## config.mk

```make
export PLATFORM = sky130hd
export DESIGN_NAME = ifetch_ctrl_flat
export DESIGN_NICKNAME = d
export VERILOG_FILES = /design/src/rtl/ifetch_ctrl_if.sv /design/src/rtl/ifetch_ctrl.sv /design/src/flat_wrapper.sv
export SDC_FILE = /design/constraint.sdc
export NUM_CORES = 1
export LEC_CHECK = 0
export CAP_MARGIN = 25
export CORE_MARGIN = 1.5
export CORE_UTILIZATION = 42
export DETAILED_ROUTE_END_ITERATION = 10
export DONT_BUFFER_PORTS = 1
export SLEW_MARGIN = 20
export SYNTH_ARGS = -nofsm -noshare
export SYNTH_HDL_FRONTEND = slang
export SYNTH_SLANG_ARGS = --single-unit
```

## constraint.sdc

```tcl
create_clock -name clk -period 6.8 [get_ports clk]
set_input_delay 1.36 -clock clk [delete_from_list [all_inputs] [get_ports clk]]
set_output_delay 1.36 -clock clk [all_outputs]
set_load 0.005 [all_outputs]
```

## src/rtl/ifetch_ctrl_if.sv

```systemverilog
// Datapath and instruction-memory signals of the instruction fetch controller.
// The controller takes the slave view; the datapath/memory side takes the master view.
interface ifetch_ctrl_if;
    logic        start;
    logic [63:0] pc;
    logic        busy;
    logic        done;
    logic [79:0] instr;
    logic [3:0]  ilen;
    logic        mem_req;
    logic [63:0] mem_addr;
    logic        mem_ack;
    logic [7:0]  mem_rdata;
    logic        mem_error;
    logic        instr_error;

    modport slave (
        input  start, pc, mem_ack, mem_rdata,
        output busy, done, instr, ilen, mem_req, mem_addr, mem_error, instr_error
    );

    modport master (
        output start, pc, mem_ack, mem_rdata,
        input  busy, done, instr, ilen, mem_req, mem_addr, mem_error, instr_error
    );
endinterface

```

## src/rtl/ifetch_ctrl.sv

```systemverilog
// Byte-serial instruction fetch: reads up to 10 bytes from instruction memory,
// decodes the length from the first byte and assembles the instruction MSB-first.
module ifetch_ctrl #(
    parameter logic [63:0] IMEM_LIMIT = 64'd1023
) (
    input  logic         clk,
    input  logic         rst_n,
    ifetch_ctrl_if.slave bus
);

    typedef enum logic [1:0] {IDLE, FETCH, DONE} state_t;

    state_t      state_q, state_d;
    logic [63:0] base_q, base_d;
    logic [3:0]  cnt_q, cnt_d;
    logic [79:0] instr_q, instr_d;
    logic [3:0]  ilen_q, ilen_d;
    logic        mem_error_q, mem_error_d;
    logic        instr_error_q, instr_error_d;

    logic [63:0] fetch_addr;
    logic [63:0] next_addr;
    logic [3:0]  dec_len;
    logic [3:0]  len_now;

    // Length in bytes for an icode; 0 marks an invalid icode.
    function automatic logic [3:0] decode_len(input logic [3:0] icode);
        case (icode)
            4'h0, 4'h1, 4'h9:       decode_len = 4'd1;
            4'h2, 4'h6, 4'hA, 4'hB: decode_len = 4'd2;
            4'h7, 4'h8:             decode_len = 4'd9;
            4'h3, 4'h4, 4'h5:       decode_len = 4'd10;
            default:                decode_len = 4'd0;
        endcase
    endfunction

    assign fetch_addr = base_q + {60'd0, cnt_q};
    assign next_addr  = fetch_addr + 64'd1;
    assign dec_len    = decode_len(bus.mem_rdata[7:4]);
    assign len_now    = (cnt_q == 4'd0) ? dec_len : ilen_q;

    always_comb begin
        state_d       = state_q;
        base_d        = base_q;
        cnt_d         = cnt_q;
        instr_d       = instr_q;
        ilen_d        = ilen_q;
        mem_error_d   = mem_error_q;
        instr_error_d = instr_error_q;
        case (state_q)
            IDLE: begin
                if (bus.start) begin
                    base_d        = bus.pc;
                    cnt_d         = '0;
                    instr_d       = '0;
                    ilen_d        = '0;
                    instr_error_d = 1'b0;
                    if (bus.pc > IMEM_LIMIT) begin
                        mem_error_d = 1'b1;
                        state_d     = DONE;
                    end else begin
                        mem_error_d = 1'b0;
                        state_d     = FETCH;
                    end
                end
            end
            FETCH: begin
                if (bus.mem_ack) begin
                    for (int unsigned k = 0; k < 10; k++) begin
                        if (cnt_q == 4'(k)) instr_d[79 - 8*k -: 8] = bus.mem_rdata;
                    end
                    if (cnt_q == 4'd0 && dec_len == 4'd0) begin
                        instr_error_d = 1'b1;
                        ilen_d        = 4'd1;
                        state_d       = DONE;
                    end else begin
                        ilen_d = len_now;
                        if (cnt_q + 4'd1 == len_now) begin
                            state_d = DONE;
                        end else if (next_addr > IMEM_LIMIT) begin
                            mem_error_d = 1'b1;
                            state_d     = DONE;
                        end else begin
                            cnt_d = cnt_q + 4'd1;
                        end
                    end
                end
            end
            DONE:    state_d = IDLE;
            default: state_d = IDLE;
        endcase
    end

    always_ff @(posedge clk or negedge rst_n) begin
        if (!rst_n) begin
            state_q       <= IDLE;
            base_q        <= '0;
            cnt_q         <= '0;
            instr_q       <= '0;
            ilen_q        <= '0;
            mem_error_q   <= 1'b0;
            instr_error_q <= 1'b0;
        end else begin
            state_q       <= state_d;
            base_q        <= base_d;
            cnt_q         <= cnt_d;
            instr_q       <= instr_d;
            ilen_q        <= ilen_d;
            mem_error_q   <= mem_error_d;
            instr_error_q <= instr_error_d;
        end
    end

    assign bus.busy        = (state_q != IDLE);
    assign bus.done        = (state_q == DONE);
    assign bus.mem_req     = (state_q == FETCH);
    assign bus.mem_addr    = (state_q == FETCH) ? fetch_addr : '0;
    assign bus.instr       = instr_q;
    assign bus.ilen        = ilen_q;
    assign bus.mem_error   = mem_error_q;
    assign bus.instr_error = instr_error_q;

endmodule

```

## src/flat_wrapper.sv

```systemverilog
// flat-port wrapper written by rule: the top's interface ports become plain ports
module ifetch_ctrl_flat 
#(
    parameter logic [63:0] IMEM_LIMIT = 64'd1023
)
  (clk, rst_n, bus_start, bus_pc, bus_mem_ack, bus_mem_rdata, bus_busy, bus_done, bus_instr, bus_ilen, bus_mem_req, bus_mem_addr, bus_mem_error, bus_instr_error);
  ifetch_ctrl_if bus_i ();
  input  logic clk;
  input  logic rst_n;
  input wire logic [$bits(bus_i.start)-1:0] bus_start;
  input wire logic [$bits(bus_i.pc)-1:0] bus_pc;
  input wire logic [$bits(bus_i.mem_ack)-1:0] bus_mem_ack;
  input wire logic [$bits(bus_i.mem_rdata)-1:0] bus_mem_rdata;
  output wire logic [$bits(bus_i.busy)-1:0] bus_busy;
  output wire logic [$bits(bus_i.done)-1:0] bus_done;
  output wire logic [$bits(bus_i.instr)-1:0] bus_instr;
  output wire logic [$bits(bus_i.ilen)-1:0] bus_ilen;
  output wire logic [$bits(bus_i.mem_req)-1:0] bus_mem_req;
  output wire logic [$bits(bus_i.mem_addr)-1:0] bus_mem_addr;
  output wire logic [$bits(bus_i.mem_error)-1:0] bus_mem_error;
  output wire logic [$bits(bus_i.instr_error)-1:0] bus_instr_error;
  assign bus_i.start = bus_start;
  assign bus_i.pc = bus_pc;
  assign bus_i.mem_ack = bus_mem_ack;
  assign bus_i.mem_rdata = bus_mem_rdata;
  assign bus_busy = bus_i.busy;
  assign bus_done = bus_i.done;
  assign bus_instr = bus_i.instr;
  assign bus_ilen = bus_i.ilen;
  assign bus_mem_req = bus_i.mem_req;
  assign bus_mem_addr = bus_i.mem_addr;
  assign bus_mem_error = bus_i.mem_error;
  assign bus_instr_error = bus_i.instr_error;
  ifetch_ctrl #(.IMEM_LIMIT(IMEM_LIMIT)) u_core (.clk(clk), .rst_n(rst_n), .bus(bus_i));
endmodule
```

; Word level (Yosys, flattened, before mapping)
; Memories as Yosys holds them, arrays and structs flattened.
; Cells that the tools add are included.
[classes]
n_shift = 0
n_eq_ne = 30
div = 0
order_cmp = 2
addsub = 3
n_reduce_logical = 22
n_mul = 0
bitwise_logic = 0
n_mux = 42
[op_table]
columns = op, count
row1 = $mux W80, 2
row2 = $pmux W80 S2, 1
row3 = $gt A64 B10 Y1 const B, 2
row4 = $mux W8, 10
row5 = $add A64 B1 Y64 const B, 1
row6 = $add A64 B4 Y64, 1
row7 = $mux W64, 1
row8 = $reduce_and A4 Y1, 11
row9 = $mux W4, 8
row10 = $ne A2 B1 Y1 const B, 12
row11 = $eq A4 B3 Y1 const B, 4
row12 = $pmux W4 S2, 2
row13 = $mux W2, 6
row14 = $reduce_and A6 Y1, 2
row15 = $ne A2 B2 Y1 const B, 5
row16 = $mux W1, 9
row17 = $eq A4 B2 Y1 const B, 2
row18 = $eq A4 B4 Y1 const B, 2
row19 = $logic_not A4 Y1, 2
row20 = $reduce_and A3 Y1, 2
row21 = $add A4 B1 Y4 const B, 1
row22 = $eq A4 B1 Y1 const B, 1
row23 = $eq A4 B4 Y1, 1
row24 = $ne A4 B1 Y1 const B, 1
row25 = 8 further kinds, 10
[word_totals]
register_bits = 156
out_inout_bits = 153
word_cells = 116
rom_bits = 48
memories = 1
mem_bits_rw = 0
latch_bits = 0
inputBits = 76
[memory_table]
columns = name, depth, word_bits, read_ports, rd_clocked_by_memory_dff, wr, line
row1 = (name not given), 16, 3, 1, 0, 0, ifetch_ctrl.sv:28  ; case (icode)

; Longest topological paths before layout
; Gate-level depths: netlist (run 1).
[logic_depth]
ltp_word = 8
depth_mapped = 18
mapped_depth_nobuf = 16

; Worst setup path before layout (run 1)
; Ideal clock, no wire load.
[synth_path]
path_type = reg2reg
from = reg u_core.cnt_q[0]
to = reg u_core.cnt_q[0]
arrival_ns = 4.609
n_path_buf = 1
synth_period_minus_slack_ns = 4.728
t_required_ns = 6.680
setup_ns = 0.120
stages_incl_launch_ff = 18
setup_slack_ns = 2.072
cell_sequence = dfrtp_1 > ha_1 > inv_1 > fa_1 > nand2b_1 > a211o_1 > clkbuf_1 > nor3_1 > o21ai_0 > a21oi_1 > nand4_4 > or4b_1 > a21oi_1 > o22ai_1 > or4_4 > nor4_4 > nor3_1 > a31o_1
[synth_via]
elab_chain_len = 6
[synth_lines]
columns = item, line
row1 = start: declaration, ifetch_ctrl.sv:15  ; logic [3:0] cnt_q, cnt_d;
row2 = start signal: assignment, ifetch_ctrl.sv:106  ; cnt_q <= cnt_d;
row3 = "parallel branches: the longest is 6 deep, another holds $add A64 B4 Y64", --
; Parallel ways; which one is timed is not known. The select of a mux whose other input is x is not followed.
; A chain may end at the register's enable or synchronous reset.

; Worst setup path in the final report (run 1)
; Same ends and word-level chain as after synthesis.

==> flow_metrics.tcl, run 1 <==
set metrics [dict create \
    routed_wl_mm 30.7 \
    port_buffers 0 \
    fin_worst_skew_ns 0.0180 \
    wire_per_inst_um 20.8 \
    final-seq-area_um2 3900 \
    cpPeakStageDelay_ns 0.65 \
    drtIter0Drc 524 \
    rsz0062_at_grt "false" \
    switching_share 0.319 \
    min_period_ns 5.84 \
    synthSimpleGateAreaFrac 0.326 \
    grt_max_degree 157 \
    core_area_um2 23300 \
    synthXorXnorAreaFrac 0.0610 \
    grt_remaining_overflow 0 \
    worst_pin_slew_ns 0.998 \
    min_period_over_period 0.858 \
    hold_viol_final 0 \
    core.rowCount 56 \
    fin_ws_ns 0.965 \
    cts.htree.levels 4 \
    antenna_found_initial 2 \
    clock_latency_ns 0.43 \
    netlist_instances 1173 \
    final_util 0.460 \
    cts-resized-gates 0 \
    p_int_uw 1590 \
    ys_seq_elements 156 \
    cp_max_fo 11 \
    die_w_um 157 \
    worstHoldPathType "register to register" \
    yosys_warnings 0 \
    cp.required_ns 7.12 \
    cts_setup_buffers 0 \
    clock_sinks 156 \
    grt_use_total 0.253 \
    yosysUniqueCellTypes 77 \
    clk_pin_slew_worst_paths_ns 0.07 \
    p_leak_uw 0.00450 \
    n_fill_cell 2300 \
    vias 8561 \
    synthMuxAreaShare 0.0630 \
    power_uw 2340 \
    cts_buffers 17 \
    slew_violations 0 \
    most-common-layout-cells "263 x nand2_1, 156 x dfrtp_1, 109 x nor2_1, 51 x o21ai_0, 50 x mux2_2" \
    synthAdderAreaFrac 0.0121 \
    synth_ff_type "dfrtp_1" \
    mostFrequentLayoutCell "nand2_1" \
    switchingPower_uw 747 \
    detail-route-antenna-nets 0 \
    maxCapViolCount 0 \
    post-route-drc-count 0 \
    netlist.area_leader.share 0.394 \
    first_pass_iters 5 \
    yosysSeqAreaShare 0.394 \
    initial_core_util 0.425 \
    p_clk_frac 0.404 \
    place_hpwl_mm 23.1 \
    hold_slack_ns 0.493 \
    syn_nets 1258 \
    drive_gt1_frac 0.104 \
    p_seq_frac 0.458 \
    cp.arrival_ns 6.15 \
    synth_edf_count 0 \
    crit_path_end_kind "register" \
    p_per_area_nw_per_um2 218 \
    grt_pass1_vias 8203 \
    status "completed" \
    gp_congestion 0.904 \
    multiInputGateArea_um2 5690 \
    die_h_um 157 \
    path_cells "ha_1 > inv_1 > fa_1 > nand2b_1 > a2111oi_4 > nand4_1 > nor4_1 > o22ai_1 > nor4_1 > nand3_1 > or4b_1 > o21ai_1 > nand4_1 > nor4_4 > nor3_1 > a31o_1" \
    area_delta_synth_final_pct 8.28 \
    slowest_stage "nor4_1" \
    synthTopCellsByArea "dfrtp_1 39%, nand2_1 10%, mux2_2 5.7%, nor2_1 4.1%, xnor2_1 3.9%" \
    cp-start-kind "register" \
    netlist_area_um2 9910 \
    ir_worst_vdd_v 0.000194 \
    grt_pass1_wl_mm 47.3 \
    cts_root_buf "clkbuf_16" \
    ios 229 \
    cts_buffer_depth 2 \
    syn_area_per_cell_um2 8.45 \
    synth_compound_area_frac 0.111 \
    cts_tree "done" \
    holdBufCountCts 0 \
    max-slew-margin-rel 0.335 \
    drt-vias-per-instance 5.80 \
    dieArea_um2 24500 \
    post-place-ws_ns 0.729 \
    crit_family "simple AND/OR/NAND/NOR gates" \
    async_reset_ff_frac 1.00 \
    setup_viol 0 \
    synth_top_family_by_area "simple AND/OR/NAND/NOR gates" \
    synth.largest_area_cell "dfrtp_1" \
    path_buf_inv 1 \
    critical_path_class "register to register" \
    timing.fmax_ghz 0.171 \
    nNetsFinal 1226 \
    p_comb_frac 0.137 \
    tns_ns 0 \
]
synthesized netlist by cell type, types with 8 or more instances:
library cell	number
o21ai_0	51
a31oi_1	9
o21a_1	8
mux2_2	50
inv_1	19
xnor2_1	44
xor2_1	25
nor3_1	24
nor2_1	109
nand3_1	35
clkbuf_1	40
and2_1	29
nand2_1	264
ha_1	8
dfrtp_1	156
a21oi_1	27
nor2b_1	8
and4_1	13
buf_2	9
and3_1	22
nand4_1	38
nor4_1	33
cell type report:
type,instances,area share
Clock inverter,15,0.0149
Antenna cell,3,0.000700
Inverter,19,0.00665
Tap cell,319,0.0372
Sequential cell,156,0.364
Timing Repair Buffer,9,0.00676
Multi-Input combinational cell,938,0.530
Clock buffer,17,0.0397
metrics by stage:
step | area, um2 | std cells
after floorplan | 9910 | 1173
after global placement | 10100 | 1437
after detailed placement | 10100 | 1437
after CTS | 10700 | 1469
after global routing | 10700 | 1475
final | 10700 | 1476
routing by layer:
metal	wire length, um	vias to the layer above	part of all wire	GRT usage
met5	0	-	0	0
met4	810	0	0.026	0.103
met3	3070	41	0.10	0.0825
met2	14200	314	0.46	0.403
met1	12600	4128	0.41	0.317
li1	-	4078	-	-
logic make-up after synthesis:
logic type                 Yosys count
buffers and inverters               79
AOI/OAI and AO/OA                  165
and+or+nand+nor                    639
DFF                                156
muxes                               56
xor gates and xnor gates            69
adders and majority gates            9
tightest hold or removal path, delay by kind of cell (launching register included):
kind	cells	cell delay (ns)
AND/OR/NAND/NOR	2	0.12
flip-flops	1	0.35
power by group through the flow:
stage / registers [uW] / logic, uW / clock network, uW
after floorplan: 1040 / 276 / 0
after global placement: 1090 / 317 / 0
after detailed placement: 1090 / 317 / 0
after CTS: 1070 / 318 / 961
after global routing: 1080 / 358 / 1000
final: 1070 / 321 / 945
registers in the layout, indices dropped and copies added (netlist names):
signal	flops
u_core.bus.instr_error	1
u_core.bus.ilen	4
u_core.bus.instr	80
u_core.bus.mem_error	1
u_core.cnt_q	4
u_core.base_q	64
u_core.state_q	2
final timing paths:
| path | startpoint | to | slack, ns | depth (start not counted) |
|---|---|---|---|---|
| setup reg to reg | u_core.cnt_q[0] | u_core.cnt_q[0] | 0.96 | 16 |
| max in group asynchronous | rst_n | u_core.base_q[30] | 5.85 | 0 |
| min in group asynchronous | rst_n | u_core.bus.instr[74] | 0.62 | 0 |
| setup / recovery | u_core.cnt_q[0] | u_core.cnt_q[0] | 0.96 | 16 |
| hold / removal | u_core.base_q[2] | u_core.base_q[2] | 0.49 | 2 |
| hold reg to reg | u_core.base_q[2] | u_core.base_q[2] | 0.49 | 2 |
(Power assumes the default switching activity.)
==> run 2, diff against run 1 <==
clock period = 5.25 ns   (was 6.8 ns; I/O delays follow)
==> run 2 against run 1 <==
Effect of this change: clock skew down 0.0094 ns; flip-flop and latch count unchanged; routed wire length is essentially flat; fmax rose by 17%; global-route usage is 0.15 points lower; via count is 0.25% higher; worst setup slack lost 0.72 ns; largest cell class unchanged; combinational power is 38% higher; total power increased by 29%; sequential power rose by 30%; register-to-register slack got worse by 0.72 ns; highest routed layer unchanged.
==> flow_metrics.tcl, run 2 (synthesis gave the netlist of run 1 again) <==
set metrics [dict create \
    fin_ws_ns 0.246 \
    area_delta_synth_final_pct 11.3 \
    routed_wl_mm 30.7 \
    clock_latency_ns 0.43 \
    cts_buffers 17 \
    port_buffers 0 \
    fin_worst_skew_ns 0.00866 \
    wire_per_inst_um 20.3 \
    maxCapViolCount 0 \
    r2r_start "u_core.cnt_q[0]" \
    power_uw 3010 \
    post-place-ws_ns -0.0433 \
    grt_remaining_overflow 0 \
    grt_max_degree 157 \
    cp.required_ns 5.56 \
    setup_viol 0 \
    ff2ff_path_depth 19 \
    slew_violations 0 \
    gp_congestion 0.938 \
    drtIter0Drc 534 \
    ir_worst_vdd_v 0.000173 \
    rsz0062_at_grt "false" \
    grt_use_total 0.252 \
    die_h_um 157 \
    ios 229 \
    p_int_uw 2100 \
    min_period_over_period 0.953 \
    drive_gt1_frac 0.141 \
    switchingPower_uw 913 \
    cp_max_fo 11 \
    diodes 0 \
    switching_share 0.303 \
    drt-vias-per-instance 5.69 \
    p_leak_uw 0.00464 \
    initial_core_util 0.425 \
    final_util 0.472 \
    clock_sinks 156 \
    reg2reg_setup_slack_ns 0.25 \
    cts_buffer_depth 2 \
    mostFrequentLayoutCell "nand2_1" \
    core_area_um2 23300 \
    dieArea_um2 24500 \
    post-route-drc-count 0 \
    p_per_area_nw_per_um2 273 \
    grt_pass1_vias 8345 \
    max-slew-margin-rel 0.261 \
    clk_pin_slew_worst_paths_ns 0.06 \
    cp.arrival_ns 5.31 \
    worst_pin_slew_ns 1.10 \
    worstHoldPathType "input pin to asynchronous set/reset pin" \
    detail-route-antenna-nets 0 \
    cts_root_buf "clkbuf_16" \
    timing.fmax_ghz 0.200 \
    status "completed" \
    p_clk_frac 0.393 \
    grt_pass1_wl_mm 46.9 \
    p_seq_frac 0.460 \
    cts_tree "done" \
    most-common-layout-cells "263 x nand2_1, 156 x dfrtp_1, 107 x nor2_1, 51 x o21ai_0, 50 x mux2_2" \
    place_hpwl_mm 23.4 \
    nNetsFinal 1262 \
    largest_reg_flops 80 \
    worstReg2RegEnd "u_core.cnt_q[0]" \
    p_comb_frac 0.147 \
    vias 8582 \
    antenna_found_initial 0 \
    crit_path_end_kind "register" \
    hold_viol_final 0 \
    first_pass_iters 8 \
    die_w_um 157 \
    cp-start-kind "register" \
    min_period_ns 5.00 \
    critical_path_class "register to register" \
    cts.htree.levels 4 \
    core.rowCount 56 \
]
[run 2: cell count changes in the layout (fill, tap and decap cells not counted), moves of 3 or more]
cell,delta
clkinvlp_4,+3
buf_4,+38
inv_8,-5
diode_2,-3
[run 2: final cells by class]
class | instances | area (um2)
clock buffer | 17 | 425
inverter | 19 | 71.3
fill | 2281 | 12300
sequential | 156 | 3900
multi-input combinational | 938 | 5740
timing repair buffer | 45 | 338
clock inverter | 15 | 143
tap | 319 | 399
[run 2: critical path, stage by stage, from the launching register on]
cell and delay, ns:
dfrtp_1 0.35, ha_1 0.20, inv_1 0.06, fa_1 0.37, nand2b_1 0.19, buf_4 0.18, a211o_1 0.28, buf_4 0.20
or3_1 0.37, a22oi_1 0.18, and4_4 0.30, nand4_4 0.10, or4b_1 0.49, a21oi_1 0.21, o22ai_1 0.11, or4_4 0.57
nor4_4 0.28, buf_4 0.21, nor3_1 0.06, a31o_1 0.19
[run 2: how the worst max path moves through the flow]
| stage | startpoint | slack, ns | endpoint | cells after the start |
|---|---|---|---|---|
| floorplan | u_core.cnt_q[0] | 0.52 | u_core.cnt_q[0] | 17 |
| global placement | u_core.cnt_q[0] | 0.03 | u_core.cnt_q[0] | 18 |
| detailed placement | u_core.cnt_q[1] | -0.04 | u_core.cnt_q[0] | 16 |
| CTS | u_core.cnt_q[1] | 0.08 | u_core.cnt_q[0] | 18 |
| global route | u_core.cnt_q[0] | 0.009 | u_core.cnt_q[1] | 20 |
| finish | u_core.cnt_q[0] | 0.25 | u_core.cnt_q[0] | 19 |
[run 2: what timing repair did]
item                       CTS  global route
hold buffers                 0             0
setup endpoints to repair    3             7
pin swaps                    0             2
setup buffers                0             2
resized for setup            1            12
[run 2: metal layers]
layer / vias up / wire length, um / track usage
met3: 44 / 2720 / 0.0734
met2: 308 / 14400 / 0.408
li1: 4134 / - / -
met5: - / 0 / 0
met4: 0 / 881 / 0.0989
met1: 4096 / 12700 / 0.315
[run 2: per-stage QoR]
step                std cells  cell area [um2]  TNS (ns)  hold WS (ns)
finish                   1509            11000         0         0.327
floorplan                1173             9910         0         0.450
detailed placement       1473            10400   -0.0755         0.473
CTS                      1505            10900         0         0.300
global route             1509            11000         0         0.301
global placement         1472            10400         0         0.469
[run 2: power groups by stage]
stage | registers, uW | clock network (uW) | logic, uW
2_1_floorplan | 1340 | 0 | 358
3_3_place_gp | 1400 | 0 | 428
6_report | 1390 | 1190 | 442
5_1_grt | 1400 | 1250 | 490
4_1_cts | 1380 | 1210 | 433
3_5_place_dp | 1400 | 0 | 432
